**src/rtl/siso_shift_ctrl.sv**
```systemverilog
// Parallel-to-serial controller: serializes a WIDTH-bit word MSB first into a
// DEPTH-stage SISO chain, then flushes zeros until the last data bit has left the chain.
module siso_shift_ctrl #(
    parameter int WIDTH = 8,
    parameter int DEPTH = 4
) (
    input  logic             clk,
    input  logic             rst,
    input  logic             in_valid,
    input  logic [WIDTH-1:0] in_data,
    output logic             in_ready,
    input  logic             hold,
    output logic             ser_out,
    output logic             shift_en,
    output logic             busy,
    output logic             done
);

    localparam int MAXC = (WIDTH > DEPTH) ? WIDTH : DEPTH;
    localparam int CW   = (MAXC > 1) ? $clog2(MAXC) : 1;
    localparam logic [CW-1:0] LAST_BIT   = CW'(WIDTH - 1);
    localparam logic [CW-1:0] LAST_FLUSH = CW'(DEPTH - 1);

    typedef enum logic [1:0] {IDLE, SHIFT, FLUSH, DONE} state_t;

    state_t           state, state_n;
    logic [WIDTH-1:0] shreg, shreg_n;
    logic [CW-1:0]    cnt, cnt_n;

    always_ff @(posedge clk) begin
        if (!rst) begin
            state <= IDLE;
            shreg <= '0;
            cnt   <= '0;
        end else begin
            state <= state_n;
            shreg <= shreg_n;
            cnt   <= cnt_n;
        end
    end

    // Outputs depend only on state and shreg, except hold gating shift_en.
    always_comb begin
        state_n  = state;
        shreg_n  = shreg;
        cnt_n    = cnt;
        in_ready = 1'b0;
        busy     = 1'b1;
        done     = 1'b0;
        shift_en = 1'b0;
        ser_out  = 1'b0;
        case (state)
            IDLE: begin
                in_ready = 1'b1;
                busy     = 1'b0;
                if (in_valid) begin
                    shreg_n = in_data;
                    cnt_n   = '0;
                    state_n = SHIFT;
                end
            end
            SHIFT: begin
                ser_out  = shreg[WIDTH-1];
                shift_en = ~hold;
                if (!hold) begin
                    shreg_n = {shreg[WIDTH-2:0], 1'b0};
                    if (cnt == LAST_BIT) begin
                        cnt_n   = '0;
                        state_n = FLUSH;
                    end else begin
                        cnt_n = cnt + CW'(1);
                    end
                end
            end
            FLUSH: begin
                shift_en = ~hold;
                if (!hold) begin
                    if (cnt == LAST_FLUSH) begin
                        cnt_n   = '0;
                        state_n = DONE;
                    end else begin
                        cnt_n = cnt + CW'(1);
                    end
                end
            end
            DONE: begin
                done    = 1'b1;
                state_n = IDLE;
            end
            default: state_n = IDLE;
        endcase
    end

endmodule

```
**config.mk**
```make
export PLATFORM = sky130hd
export DESIGN_NAME = siso_shift_ctrl
export DESIGN_NICKNAME = d
export VERILOG_FILES = /design/src/rtl/siso_shift_ctrl.sv
export SDC_FILE = /design/constraint.sdc
export NUM_CORES = 1
export LEC_CHECK = 0
export BUFFER_PORTS_ARGS = -buffer_cell sky130_fd_sc_hd__buf_2
export CORE_UTILIZATION = 50
export CTS_CLUSTER_SIZE = 12
export DETAILED_ROUTE_END_ITERATION = 16
export PLACE_DENSITY = 0.74
export SYNTH_ARGS = -nofsm -noshare
export SYNTH_HDL_FRONTEND = slang
export SYNTH_SLANG_ARGS = --single-unit
```
**constraint.sdc**
```tcl
create_clock -name clk -period 2.3 [get_ports clk]
set_clock_uncertainty 0.2 [all_clocks]
set_input_delay 0.23 -clock clk [delete_from_list [all_inputs] [get_ports clk]]
set_output_delay 0.23 -clock clk [all_outputs]
set_load 0.1 [all_outputs]
```
==> results.cfg <==
[grt]
grt_pass1_vias = 564
grt_use_met1_pct = 23.8
antenna_found_initial = 0
busiest_layer = met2
gr-usage-met2_pct = 28.7
grt_use_total_pct = 17.6
gr-total-overflow = 0
grt_pass1_wl_mm = 2.40
grt_max_degree = 17
use_met3_pct = 6.52

[synth]
mappedNetlistNets = 104
yosysWarnings = 0
synth_compound_area_share_pct = 19.7
yosys-mux-area-fraction_pct = 10.3
synth_top_family_by_area = compound AO/OA/AOI/OAI gates
seq_area_frac_synth_pct = 33.4
ys_ff_latch = 13
syn_area_um2 = 779
synth_fa_ha_area_share_pct = 12.8
synth-xor-area-share_pct = 0
yosysUniqueCellTypes = 26
synthCells = 84
syn_avg_cell_area_um2 = 9.28
synth-simple-area-share_pct = 17.5

[placement]
hpwlAfterDp_mm = 1.08
gp_congestion = 0.731
numPortBuffers = 16
dp_slack_ns = 0.288

[cells_and_area]
syn_to_final_growth_pct = 15.2
drive_above_1_share_pct = 26.2
diodes = 0
finalNetCount = 124

[setup_path]
critPathArrivalTime_ns = 1.72
cp.required_ns = 1.87
r2r_cells = 7
worstSetupEndpointType = output pin
r2r_start = state[1]
critical_path.max_fanout = 5
cp-start-kind = register
worstReg2RegEnd = shreg[1]
worst-r2r-setup-slack_ns = 0.27
critical_path_class = reg2out

[worst_hold_path]
min-delay-start = in_data[0]
hold_end = shreg[0]
min_path_cells = 3
hp-class = in2reg

[clocking]
cts_root_buf = clkbuf_4
cts_resized = 0
postCtsSetupRepairBufs = 0
clk_latency_ns = 0.27
cts.sinks = 13
postCtsHoldBufs = 0
h-tree-depth = 1
cts_max_path_buffers = 2
path_clk_slew_ns = 0.08
numCtsBuffers = 3
cts_tree = yes

[sta]
fin_hold_ws_ns = 0.0261
max_freq_mhz = 465
postLayoutSetupSlackWorst_ns = 0.149
rsz0062_at_grt = false
finalSetupTns_ns = 0
hold_viol_final = 0
min_period_over_period_pct = 93.5
timing.slew.headroom_pct = 68.1
setup_viol = 0
maxSlewViolCount = 0
tightest_slew_ns = 0.482
period_minus_slack_ns = 2.15

[power_and_ir_drop]
p_int_uw = 676
p_switching_uw = 747
clock_power_share_pct = 9.8
switching_share_pct = 52.5
power_density_nw_per_um2 = 1580
combPwrFrac_pct = 64.8
p_leak_uw = 0.000389
seqPwrFrac_pct = 25.4
ir_drop_mv = 0.604

[floorplan]
die_h_um = 41.5
ios = 17
num_rows = 13
coreArea_um2 = 1380
die_width_um = 41.5
die_area_um2 = 1720
start_util_pct = 56.4

[flow_run]
maxCapViolations = 0

[drt]
firstDrtPassIters = 4
vias = 635
drtAntennaViolNets = 0
drtIter0Drc = 18
routed_via_density = 5.38
avgRoutedWirePerCell_um = 11.9
totalWireLength_mm = 1.40
drc = 0

[outcome]
status = finished, final reports clean
-- final cells by class --
cell class	instances	area (µm²)
clock buffer	4	26.3
timing repair buffer	18	95.1
tap	15	18.8
inverter	6	22.5
fill	120	484
sequential	13	260
multi-input combinational	62	475
-- placed cells by master (no fill, tap or decap), types with 2 or more instances in the layout --
| master | Yosys | final |
|---|---|---|
| buf_2 | 0 | 16 |
| clkbuf_4 | 0 | 3 |
| ha_1 | 8 | 7 |
| a211oi_2 | 2 | 2 |
| nand2b_1 | 2 | 2 |
| nand3_1 | 3 | 3 |
| dfxtp_1 | 13 | 13 |
| a21oi_1 | 3 | 3 |
| a211oi_1 | 6 | 6 |
| nand2_1 | 5 | 5 |
| mux2i_1 | 8 | 8 |
| inv_1 | 6 | 6 |
| nor2_1 | 10 | 10 |
| nand3b_1 | 2 | 2 |
| buf_4 | 0 | 2 |
-- cell families (layout without fill, tap and decap cells) --
| group | count (synthesis) | in the layout |
|---|---|---|
| and+or+nand+nor | 27 | 27 |
| muxes | 8 | 8 |
| DFF | 13 | 13 |
| adders and majority gates | 8 | 8 |
| buffers and inverters | 9 | 28 |
| AOI/OAI and AO/OA | 19 | 19 |
-- per-layer routing --
| layer | part of all wire [%] | wire (µm) | vias to the layer above |
|---|---|---|---|
| li1 | - | - | 334 |
| met3 | 3.6 | 50 | 0 |
| met4 | 0 | 0 | 0 |
| met2 | 46 | 638 | 11 |
| met1 | 51 | 713 | 290 |
| met5 | 0 | 0 | - |
-- power by group through the flow --
stage               Combinational [µW]  Clock, µW  Sequential (µW)
floorplan                          824          0              351
global placement                   913          0              361
detailed placement                 924          0              367
CTS                                928        144              361
global route                      1000        159              374
finish                             923        139              361
-- how the worst max path moves through the flow --
stage	cells past startpoint	from	slack (ns)	end
after global routing	4	state[1]	0.02	shift_en
after CTS	4	state[0]	0.13	shift_en
after floorplan	7	state[1]	0.24	shreg[4]
after detailed placement	7	state[1]	0.29	shreg[1]
after global placement	6	state[1]	0.34	cnt[1]
final	4	state[0]	0.15	shift_en
-- synth_stat cells --
cell	n	area share [%]
o21ai_1	1	0.64
a211oi_4	1	2.6
nand2b_1	2	1.6
nand2_1	5	2.4
o31ai_1	1	0.96
ha_1	8	13
buf_6	2	2.9
a211oi_2	2	3.2
nand3_1	3	1.9
nand3b_1	2	1.9
clkbuf_1	1	0.48
and3_4	1	1.4
dfxtp_1	13	33
o21ai_0	1	0.64
a211oi_1	6	5.8
mux2i_1	8	10
a31oi_1	1	0.80
nor3b_1	1	0.96
a21boi_0	1	0.96
o2bb2ai_1	1	1.1
nor2b_1	2	1.6
o2111ai_1	1	1.1
nor2_1	10	4.8
and2_1	1	0.80
a21oi_1	3	1.9
inv_1	6	2.9
-- registers in the layout, summed over array words and instances (netlist names) --
name   count
cnt        3
shreg      8
state      2
-- per-stage QoR --
| step | std cells | utilization (%) | instance area, µm² | total power, µW |
|---|---|---|---|---|
| floorplan | 84 | - | 785 | 1170 |
| global placement | 114 | 63.1 | 872 | 1270 |
| detailed placement | 114 | 63.1 | 872 | 1290 |
| CTS | 118 | 65.0 | 898 | 1430 |
| global route | 118 | 65.0 | 898 | 1540 |
| finish | 118 | 65.0 | 898 | 1420 |
-- worst max-delay path, cell delays in order (launching register included) --
cell	delay, ns
dfxtp_1	0.42
inv_1	0.10
ha_2	0.37
nor2b_2	0.14
buf_2	0.42
No activity file was read; power rests on OpenSTA's default activity.
